===== src/rtl/prio_arbiter_8.sv =====
// prio_arbiter_8: 8-way arbiter with a fixed-priority or round-robin winner,
// a single held grant, and a forced release after MAX_HOLD cycles.
// Outputs are registered. A release always passes through IDLE, so there is
// at least one dead cycle between two grants.
module prio_arbiter_8 #(
    parameter int unsigned MAX_HOLD = 16
) (
    input  logic       clk,
    input  logic       rst,
    input  logic [7:0] req,
    input  logic       done,
    input  logic       rr_mode,
    output logic [7:0] grant,
    output logic [2:0] grant_id,
    output logic       grant_valid,
    output logic       timeout
);

    localparam logic [7:0] HOLD_MAX = 8'(MAX_HOLD);

    typedef enum logic {
        S_IDLE  = 1'b0,
        S_GRANT = 1'b1
    } state_e;

    state_e     state_q, state_d;
    logic [7:0] grant_q, grant_d;
    logic [2:0] grant_id_q, grant_id_d;
    logic [2:0] last_id_q, last_id_d;
    logic [7:0] hold_q, hold_d;
    logic       timeout_q, timeout_d;

    logic [2:0] win_id;
    logic       rel_done, rel_drop, rel_hold, release_c;

    // Winner selection. Candidates are scanned from lowest to highest
    // priority so that the last match, which is the highest priority, wins.
    // In round-robin mode 3-bit addition wraps index 7 back to 0. Offset 8
    // truncates to 0, which places last_id itself at the lowest priority.
    always_comb begin
        logic [2:0] idx;
        win_id = '0;
        idx    = '0;
        if (!rr_mode) begin
            for (int i = 7; i >= 0; i--) begin
                if (req[i]) win_id = 3'(i);
            end
        end else begin
            for (int k = 8; k >= 1; k--) begin
                idx = last_id_q + 3'(k);
                if (req[idx]) win_id = idx;
            end
        end
    end

    // Release causes. A timeout is reported only when the hold limit is the
    // sole cause of the release.
    always_comb begin
        rel_done  = done;
        rel_drop  = ~req[grant_id_q];
        rel_hold  = (hold_q == HOLD_MAX);
        release_c = rel_done | rel_drop | rel_hold;
    end

    // State register. The same block holds all output and bookkeeping
    // registers.
    always_ff @(posedge clk) begin
        if (rst) begin
            state_q    <= S_IDLE;
            grant_q    <= '0;
            grant_id_q <= '0;
            last_id_q  <= 3'd7;
            hold_q     <= '0;
            timeout_q  <= 1'b0;
        end else begin
            state_q    <= state_d;
            grant_q    <= grant_d;
            grant_id_q <= grant_id_d;
            last_id_q  <= last_id_d;
            hold_q     <= hold_d;
            timeout_q  <= timeout_d;
        end
    end

    // Next state: any request starts a grant, and any release cause ends it.
    always_comb begin
        state_d = state_q;
        case (state_q)
            S_IDLE:  if (req != 8'd0) state_d = S_GRANT;
            S_GRANT: if (release_c)   state_d = S_IDLE;
            default: state_d = S_IDLE;
        endcase
    end

    // Next values of the registered outputs, the hold counter and last_id.
    always_comb begin
        grant_d    = grant_q;
        grant_id_d = grant_id_q;
        last_id_d  = last_id_q;
        hold_d     = hold_q;
        timeout_d  = 1'b0;
        case (state_q)
            S_IDLE: begin
                if (req != 8'd0) begin
                    grant_d    = 8'd1 << win_id;
                    grant_id_d = win_id;
                    last_id_d  = win_id;
                    hold_d     = 8'd1;
                end else begin
                    grant_d = '0;
                end
            end
            S_GRANT: begin
                if (release_c) begin
                    grant_d   = '0;
                    hold_d    = '0;
                    timeout_d = rel_hold & ~rel_done & ~rel_drop;
                end else if (hold_q != HOLD_MAX) begin
                    hold_d = hold_q + 8'd1;
                end
            end
            default: begin
                grant_d = '0;
                hold_d  = '0;
            end
        endcase
    end

    assign grant       = grant_q;
    assign grant_id    = grant_id_q;
    assign grant_valid = |grant_q;
    assign timeout     = timeout_q;

endmodule


===== config.mk =====
export PLATFORM = sky130hd
export DESIGN_NAME = prio_arbiter_8
export DESIGN_NICKNAME = d
export VERILOG_FILES = /design/src/rtl/prio_arbiter_8.sv
export SDC_FILE = /design/constraint.sdc
export NUM_CORES = 1
export LEC_CHECK = 0
export CORE_MARGIN = 1.5
export CORE_UTILIZATION = 57
export DETAILED_ROUTE_END_ITERATION = 6
export HOLD_SLACK_MARGIN = 0.1
export PLACE_DENSITY_LB_ADDON = 0.25
export RECOVER_POWER = 100
export SETUP_SLACK_MARGIN = 0.4
export SYNTH_ARGS = -nofsm -noshare
export SYNTH_HDL_FRONTEND = slang
export SYNTH_SLANG_ARGS = --single-unit

===== constraint.sdc =====
create_clock -name clk -period 4.2 [get_ports clk]
set_input_delay 1.26 -clock clk [delete_from_list [all_inputs] [get_ports clk]]
set_output_delay 1.26 -clock clk [all_outputs]
set_load 0.02 [all_outputs]

## Yosys cells after proc, flatten, opt, wreduce, memory -nomap -nowiden

Cells that the tools add are included.

| word-level totals | value |
|---|---|
| output and inout port bits | 13 |
| flip-flop bits (word level) | 24 |
| bits of input ports | 12 |

| operators by class | value |
|---|---|
| reduce and logical (&&, ||, !) cells | 5 |
| $add $sub $neg | 8 |
| multiplexer cells | 45 |
| $lt $le $gt $ge | 9 |
| bitwise gates (word level) | 8 |
| eq/ne operators | 5 |
| shift-type cells | 1 |

Operators by type and width:

| cell | number |
|---|---|
| $mux 3 | 17 |
| $mux 8 | 5 |
| $lt 3x4->1 const B | 9 |
| $pmux 8 s2 | 2 |
| $bmux 1 s3 | 9 |
| $add 3x3->3 const B | 4 |
| $mux 1 | 11 |
| $add 8x1->8 const B | 1 |
| $eq 8x5->1 const B | 1 |
| $ne 8x5->1 const B | 1 |
| $reduce_bool 8->1 | 1 |
| $reduce_or 8->1 | 1 |
| $shl 1x3->8 const A | 1 |
| $add 3x2->3 const B | 2 |
| $not 1->1 | 4 |
| $reduce_and 2->1 | 2 |
| $add 3x1->3 const B | 1 |
| $ne 3x1->1 const B | 1 |
| $reduce_or 3->1 | 1 |
| $and 1x1->1 | 2 |
| $ne 2x1->1 const B | 1 |
| $ne 2x2->1 const B | 1 |
| $or 1x1->1 | 2 |
| $pmux 1 s2 | 1 |

## Logic depth before layout (Yosys ltp)

| logic depth | value |
|---|---|
| depth after elaboration | 14 |
| mapped depth | 14 |
| mapped depth without buffers | 9 |

## Least setup slack after synthesis

No wires, ideal clock.

| timing | value |
|---|---|
| path type | in2reg |
| start | input port req[3] |
| end | register grant_q[1] (netlist: grant[1]) |
| path slack | 0.773 ns |
| data arrival time | 3.347 ns |
| required time | 4.121 ns |
| stages | 8 |
| buffers on the path | 1 |
| cells stage by stage | clkbuf_1 mux4_2 mux2i_1 o21a_1 a211oi_1 a311oi_4 or3b_1 a211oi_2 |

| between the ends | value |
|---|---|
| cells in the longest elaborated chain, start to end | 14 |
| elaborated cells on any way between the ends | 39 |
| classes of those cells | eq/ne: 1; shift: 1; mux: 33; bitwise: 3; reduce/logical: 1 |

RTL lines:

| element | RTL line | text |
|---|---|---|
| from (decl) | 10 | `input logic [7:0] req,` |
| $bmux 1 s3 | 51 | `if (req[idx]) win_id = idx;` |
| $mux 1 (not written as such) | 51 |  |
| $mux 3 (8 in series) | 51 |  |
| $mux 3 | 44 | `if (!rr_mode) begin` |
| $shl 1x3->8 | 105 | `grant_d = 8'd1 << win_id;` |
| $mux 8 | 104 | `if (req != 8'd0) begin` |
| $pmux 8 s2 | 102 | `case (state_q)` |
| to (signal assigned) | 77 | `grant_q <= grant_d;` |
| to (decl) | 27 | `logic [7:0] grant_q, grant_d;` |

Parallel ways exist; a longest one is shown, timed or not. The select of a mux whose other input is x is not followed.
A chain may end at the register's enable or synchronous reset.

## Worst setup path after layout

| timing | value |
|---|---|
| start | register last_id_q[1] |
| end | register grant_q[2] (netlist: grant[2]) |

| between the ends | value |
|---|---|
| cells in the longest elaborated chain, start to end | 14 |
| elaborated cells on any way between the ends | 35 |
| classes of those cells | add/sub: 7; shift: 1; mux: 27 |

RTL lines:

| element | RTL line | text |
|---|---|---|
| from (decl) | 29 | `logic [2:0] last_id_q, last_id_d;` |
| from (signal assigned) | 79 | `last_id_q <= last_id_d;` |
| $add 3x3->3 or $bmux 1 s3 (tied branches) | 50, 51 |  |
| $bmux 1 s3 or $mux 1 (tied branches) | 51 |  |
| $mux 1 (not written as such) or $mux 3 (tied branches) | 51 |  |
| $mux 3 (6 in series) | 51 |  |
| $mux 3 * | 51 |  |
| $mux 3 * | 44 |  |
| $shl 1x3->8 * | 105 |  |
| $mux 8 * | 104 |  |
| $pmux 8 s2 * | 102 |  |

Mark *: on every way between the ends. The rest lies on a longest branch, timed or not. The select of a mux whose other input is x is not followed.

==> results.py <==
metrics = {
    "critical_path": {
        "crit_path_start_kind": "register",
        "cp-startpoint": "last_id_q[1]$_SDFFE_PP1P_",
        "path_buf_inv": 1,
        "worstSetupEndpointType": "register",
        "slowest_delay_ps": 780,
        "cp.arrival_ps": 3930,
        "rrSetupSlack_ps": 480,
        "path_cells": "inv_1 -> ha_1 -> mux4_2 -> mux2i_1 -> nand4_1 -> a211oi_1 -> a311oi_4 -> nor4_1 -> a22o_1",
        "r2r-end": "grant[2]$_SDFFE_PP0P_",
        "crit_type": "register to register",
        "r2r_cells": 9,
        "crit_family": "multiplexers",
        "cp.required_ps": 4420,
        "timing.rr.start": "last_id_q[1]$_SDFFE_PP1P_",
        "critPathSlowestCell": "ha_1",
        "cp_max_fo": 18,
    },
    "synth": {
        "ys_seq_area_frac": 0.215,
        "synth_nets": 273,
        "yosys_warnings": 0,
        "synth_cells": 257,
        "synthFlopType": "dfxtp_1",
        "synth_area_leaders": "dfxtp_1 (22%), mux4_2 (15%), mux2_2 (5.5%)",
        "synthesis.area_mm2": 0.00223,
        "synth_compound_area_frac": 0.211,
        "synth_top_area_cell": "dfxtp_1",
        "synth_top_family_by_area": "multiplexers",
        "synthAdderAreaFrac": 0.0224,
        "yosysUniqueCellTypes": 58,
        "yosys.area_share.simple": 0.210,
        "async_flop_share": 0,
        "synth_edf_count": 0,
        "synth_mux_area_frac": 0.244,
        "synth_top_area_frac": 0.215,
        "avgSynthCellArea_um2": 8.69,
        "ys_ff_latch": 24,
        "synth_xor_area_frac": 0.0314,
    },
    "cells_and_area": {
        "final_core_util": 0.701,
        "diodes": 0,
        "layout_common_cells": "nor2_1 (25), dfxtp_1 (24), nand2_1 (19)",
        "fin_nets": 297,
        "syn_to_final_growth_pct": 16.6,
        "drive_above_1_share": 0.175,
        "final_common_cell": "nor2_1",
    },
    "grt": {
        "grt_overflow": 0,
        "grt_max_degree": 24,
        "grt_pass1_vias": 1966,
        "grt_usage": 0.276,
        "antenna_found_initial": 0,
        "grt_first_pass_wirelength_um": 9310,
    },
    "sta": {
        "setup_ws_ps": 482,
        "rsz0062_at_grt": "no",
        "tightest_slew_ps": 731,
        "drv_slew": 0,
        "finalHoldViolations": 0,
        "period_share": 0.885,
        "final.setup_skew_ps": 9.05,
        "setup_violations": 0,
        "min_period_ps": 3720,
        "relSlewSlack": 0.513,
        "fmax_mhz": 269,
    },
    "hold_path": {
        "min_from": "grant[0]$_SDFFE_PP0P_",
        "worstHoldEndpoint": "grant[0]$_SDFFE_PP0P_",
        "hold_path_depth": 2,
        "hold_path.class": "register to register",
    },
    "power": {
        "power.total_uw": 1780,
        "power_leakage_uw": 0.00107,
        "ir_drop_uv": 289,
        "power.density_mw_per_mm2": 683,
    },
    "job": {
        "maxCapViolCount": 0,
    },
    "placement": {
        "port_buffers": 24,
        "place.gp.congestion": 0.884,
        "dpl.hpwl_um": 4070,
        "pre_cts_ws_ps": -12.6,
    },
    "floorplanning": {
        "coreArea_mm2": 0.00372,
        "start_util": 0.601,
        "chipHeight_um": 65.6,
        "die_w_um": 65.6,
        "die-area_mm2": 0.00430,
        "ioPinCount": 25,
        "rows": 22,
    },
    "drt": {
        "via_count": 2123,
        "drc": 0,
        "ant_nets": 0,
        "wl_per_cell_um": 16.9,
        "vias_per_cell": 6.47,
        "wl_um": 5540,
        "drt_iter0_drc": 154,
        "dr.pass1.iters": 6,
    },
    "clocking": {
        "clock_latency_ps": 270,
        "cts_tree": "done",
        "clockRootBuffer": "clkbuf_8",
        "cts_made_buffers": 3,
        "htree_levels": 1,
        "cts.sinks": 24,
        "clk_path_buf_depth": 2,
        "clk_pin_slew_ps": 90,
    },
    "run_status": {
        "status": "finished clean",
    },
}
[tightest hold or removal path: stages, from the launching register on]
cell and delay [ps]:
dfxtp_1 330, nand2_1 60, o31ai_1 50
[cell usage after synthesis (all sizes together) (7+ instances only)]
cell type	count
mux4	15
nor2	25
o31ai	7
a21oi	13
mux2	11
dfxtp	24
nor3	7
nand2	19
mux2i	7
nand3	11
clkbuf	15
buf	7
inv	11
[registers in the layout, summed over array words and instances (netlist names)]
signal	flops
state_q	1
timeout	1
hold_q	8
grant	8
grant_id	3
last_id_q	3
[logic make-up after synthesis]
| kind of cell | Yosys count |
|---|---|
| simple gates | 93 |
| compound gates | 62 |
| buf+inv | 33 |
| mux | 33 |
| flops | 24 |
| xor+xnor | 8 |
| fa+ha+maj | 4 |
[final cells by class]
class | count | area, um2
Multi-Input combinational cell | 200 | 1600
Fill cell | 309 | 1110
Sequential cell | 24 | 480
Timing Repair Buffer | 41 | 354
Tap cell | 48 | 60.1
Clock buffer | 3 | 41.3
Inverter | 11 | 41.3
Clock inverter | 1 | 30.0
[routing by layer]
layer  vias up  track usage  wire length [um]
met5         -            0                 0
met4         0       0.0443                29
met3         4       0.0360               326
met2        78        0.446              2540
met1      1019        0.402              2640
li1       1022            -                 -
[per-stage QoR]
| step | area, um2 | setup TNS (ps) | hold WS (ps) | cells |
|---|---|---|---|---|
| floorplan | 2230 | 0 | 477 | 257 |
| global placement | 2550 | -18.3 | 463 | 324 |
| detailed placement | 2550 | -21.5 | 469 | 324 |
| CTS | 2640 | 0 | 482 | 328 |
| global route | 2610 | 0 | 511 | 328 |
| finish | 2610 | 0 | 478 | 328 |
[where the power goes]
group / leakage (uW) / total [uW] / internal [uW] / switching (uW)
clock network: 0.0000357 / 201 / 127 / 73.8
logic: 0.000833 / 1250 / 573 / 682
registers: 0.000196 / 323 / 270 / 53.0
[worst max path at each step]
| stage | slack, ps | to | cells past startpoint |
|---|---|---|---|
| 3_5_place_dp | -10 | grant[2]$_SDFFE_PP0P_ | 8 |
| 4_1_cts | 390 | grant[1]$_SDFFE_PP0P_ | 8 |
| 2_1_floorplan | 770 | grant[1]$_SDFFE_PP0P_ | 8 |
| 3_3_place_gp | -10 | grant[3]$_SDFFE_PP0P_ | 8 |
| 5_1_grt | 280 | grant[2]$_SDFFE_PP0P_ | 9 |
| 6_report | 480 | grant[2]$_SDFFE_PP0P_ | 9 |
[what timing repair did]
item,in CTS,in global routing
pin swaps,0,1
buffers inserted,0,0
hold buffers,0,0
resized for setup,2,9
gates cloned,0,0
setup endpoints to repair,3,7
No activity file was read; power rests on OpenSTA's default activity.
==> RTL change 1 (same settings) <==
Register the input `rr_mode` before use, with the module's reset. The logic sees it one clock later. The other inputs are not delayed to match.
--- a/src/rtl/prio_arbiter_8.sv
+++ b/src/rtl/prio_arbiter_8.sv
@@ -23,6 +23,16 @@
         S_GRANT = 1'b1
     } state_e;
 
+    logic rr_mode_q;
+
+    always_ff @(posedge clk) begin
+        if (rst) begin
+            rr_mode_q <= '0;
+        end else begin
+            rr_mode_q <= rr_mode;
+        end
+    end
+
     state_e     state_q, state_d;
     logic [7:0] grant_q, grant_d;
     logic [2:0] grant_id_q, grant_id_d;
@@ -41,7 +51,7 @@
         logic [2:0] idx;
         win_id = '0;
         idx    = '0;
-        if (!rr_mode) begin
+        if (!rr_mode_q) begin
             for (int i = 7; i >= 0; i--) begin
                 if (req[i]) win_id = 3'(i);
             end
Check against the original RTL: not equivalent (a bounded check fails within 4 cycles, from zero or initial values and one cycle with rst high).
==> RTL change 1 against the original RTL <==
Sequential share of layout area grew 1.9 points; critical path depth down 1; final area shrank 5.8%; register-to-register slack improved by 0.59 ns; worst hold slack improved by 0.014 ns; synthesized area down 4.6%; die area is 4.4% lower; worst setup slack worse by 0.078 ns; sequential cell count grew 1; routed wire length is 7.1% lower; via count shrank 6.5%; critical path type is now input port to flip-flop.
Power is not compared: it rests on default switching activity, and its combinational part moved more than twofold at a synthesized area within 25%.
==> RTL change 1: results (changes against the original RTL) <==
Outcome
  – Outcome: finished, final reports clean (unchanged)

Timing
  – Worst-margin pin slew: 0.5905 ns (was 0.7310 ns)
  – Final Skew: 0.001705 ns (was 0.009047 ns)

Synth
  – Commonest cells in the synthesized netlist: dfxtp_1 (25), nand2_1 (23), nor2_1 (18) (was nor2_1 (25), dfxtp_1 (24), nand2_1 (19))
  – Gate Count Post-Synth: 238 (was 257)
  – Portion of netlist area occupied by mux cells: 0.2427 (was 0.2437)
  – Compound-gate portion of the synthesized area: 0.2168 (was 0.2106)
  – Synth area leaders: dfxtp_1 (24%), mux4_2 (15%), nand2_1 (4.1%) (was dfxtp_1 (22%), mux4_2 (15%), mux2_2 (5.5%))
  – Post-synthesis adder-cell area fraction: 0.02350 (was 0.02241)
  – Syn Nets: 254 (was 273)

GRT
  – First-pass GRT wire length: 8700 um (was 9308 um)
  – Grt met1 use: 0.4043 (was 0.4024)
  – Largest net degree at the start of global routing: 19 (was 24)
  – Global routing usage on met3: 0.04930 (was 0.03596)
  – Global Route Usage Sum: 0.2624 (was 0.2762)

Worst setup path
  – Critical Path Slowest Stage Cell: dlygate4sd3_1 (was ha_1)
  – CP peak stage delay: 0.67 ns (was 0.78 ns)
  – Crit path max fanout: 9 (was 18)

Routing
  – Initial DRC Count: 245 (was 154)
  – WL final: 5145 um (was 5539 um)
  – DR vias: 1985 (was 2123)
  – DR WL met3: 441 um (was 326 um)
  – Wire length on met1: 2361 um (was 2640 um)
  – WL met2: 2294 um (was 2542 um)

Placed design
  – Placed Area: 0.002421 mm^2 (was 0.002552 mm^2)
  – Routability congestion estimate: 0.9605 (was 0.8839)
  – Dpl ws: 0.2059 ns (was -0.01257 ns)
  – Hpwl dp: 3862 um (was 4068 um)

Cells and area
  – Filler instances: 305 (was 309)
  – Share of cells above drive strength 1: 0.1550 (was 0.1750)
  – Nets: 275 (was 297)
RTL change 1: area by class of cell:
| cell class | instances | area, um^2 | share of cell area |
|---|---|---|---|
| multi-input combinational | 182 | 1495 | 0.6091 |
| inverter | 13 | 48.80 | 0.01988 |
| clock buffer | 4 | 45.04 | 0.01835 |
| tap | 48 | 60.06 | 0.02446 |
| timing repair buffer | 34 | 305.3 | 0.1244 |
| sequential | 25 | 500.5 | 0.2039 |
RTL change 1: power groups by stage:
stage,combinational [mW],sequential (mW),clock [mW]
floorplan,0.361,0.279,0
global placement,0.471,0.278,0
detailed placement,0.475,0.278,0
CTS,0.477,0.272,0.144
global route,0.510,0.274,0.156
finish,0.472,0.271,0.143
RTL change 1: worst paths after layout:
check	start	end	slack (ns)	cells past startpoint
setup reg to reg	last_id_q[0]	grant[7]	1.07	10
hold / removal	grant_id[2]	grant_id[2]	0.49	2
setup / recovery	req[1]	grant[7]	0.40	8
hold reg to reg	grant_id[2]	grant_id[2]	0.49	2
==> RTL change 2 (same settings) <==
Made on the original files. Change the parameter `MAX_HOLD` from 16 to 8.
--- a/src/rtl/prio_arbiter_8.sv
+++ b/src/rtl/prio_arbiter_8.sv
@@ -3,7 +3,7 @@
 // Outputs are registered. A release always passes through IDLE, so there is
 // at least one dead cycle between two grants.
 module prio_arbiter_8 #(
-    parameter int unsigned MAX_HOLD = 16
+    parameter int unsigned MAX_HOLD = 8
 ) (
     input  logic       clk,
     input  logic       rst,
Behaviour: not the same (a bounded check fails within 10 cycles, from zero or initial values and one cycle with rst high).
==> RTL change 2 against the original RTL <==
Final area is 0.38% lower; fmax is 0.64% lower; sequential cell count stayed put; global-route usage is 0.57 points higher; power is 1.0% lower; critical path depth is 1 lower; worst setup slack worse by 0.024 ns; critical endpoint unchanged; critical path type is now input port to flip-flop; first-iteration DRC count is 95% higher; synthesized area is 0.11% higher; routed wire length is 2.5% higher.
==> RTL change 2: results (changes against the original RTL) <==
Pwr
  – Pint: 0.9549 mW (was 0.9701 mW)
  – Leak: 1.058 nW (was 1.065 nW)

Synth
  – Avg Cell Area, Syn: 8.700 um^2 (was 8.690 um^2)
  – Commonest cells in the synthesized netlist: dfxtp_1 (24), nor2_1 (24), nand2_1 (20) (was nor2_1 (25), dfxtp_1 (24), nand2_1 (19))
  – Post-Synth XOR/XNOR Area: 0.03134 (was 0.03137)
  – Portion of netlist area occupied by mux cells: 0.2434 (was 0.2437)
  – Compound-gate portion of the synthesized area: 0.2104 (was 0.2106)

Routing
  – Initial DRC Count: 301 (was 154)
  – WL met2: 2689 um (was 2542 um)
  – Drt first pass iters: 4 (was 6)
  – DR WL met3: 438 um (was 326 um)
  – WL final: 5675 um (was 5539 um)

Cells and area
  – Nets: 294 (was 297)
  – Share of cells above drive strength 1: 0.1805 (was 0.1750)

Worst setup path
  – R2R Path Start: last_id_q[0] (was last_id_q[1])
  – CP peak stage delay: 0.55 ns (was 0.78 ns)
  – Critical Path Slowest Stage Cell: mux4_2 (was ha_1)
  – Crit path max fanout: 12 (was 18)

Outcome
  – Outcome: finished, final reports clean (unchanged)

GRT
  – Met2 Resource Use GR: 0.4356 (was 0.4464)
  – Vias in the first global route: 1960 (was 1966)
  – Global Route Usage Sum: 0.2819 (was 0.2762)

Worst hold path
  – Min-delay src: grant[7] (was grant[0])
  – Min-Delay Endpoint: grant[7] (was grant[0])

Placed design
  – DP Cell Count: 321 (was 324)
  – Hpwl dp: 4071 um (was 4068 um)

Timing
  – Relative slew slack: 0.5218 (was 0.5127)
[RTL change 2: cell count changes after synthesis]
cell     delta
nand2_1     +1
nand3_1     -1
nor2_1      -1
nor3b_1     +1
[RTL change 2: power groups by stage]
stage / clock [mW] / combinational (mW) / sequential, mW
after global routing: 0.214 / 1.34 / 0.333
after floorplan: 0 / 0.945 / 0.339
after detailed placement: 0 / 1.25 / 0.332
after CTS: 0.203 / 1.26 / 0.327
after global placement: 0 / 1.24 / 0.330
final: 0.204 / 1.23 / 0.325
[RTL change 2: area by class of cell]
type	instances	area share
well taps	48	0.02314
flip-flops and latches	24	0.1851
repair buffers	38	0.1316
clock inverters	1	0.01157
inverters	11	0.01591
clock buffers	3	0.01591
multi-input cells	200	0.6167
[RTL change 2: through the flow]
step	setup slack [ns]	hold WS, ns
2_1_floorplan	0.7734	0.4854
3_3_place_gp	-0.04638	0.4634
3_5_place_dp	-0.07873	0.4754
4_1_cts	0.4085	0.4878
5_1_grt	0.2259	0.4971
6_report	0.4581	0.4828
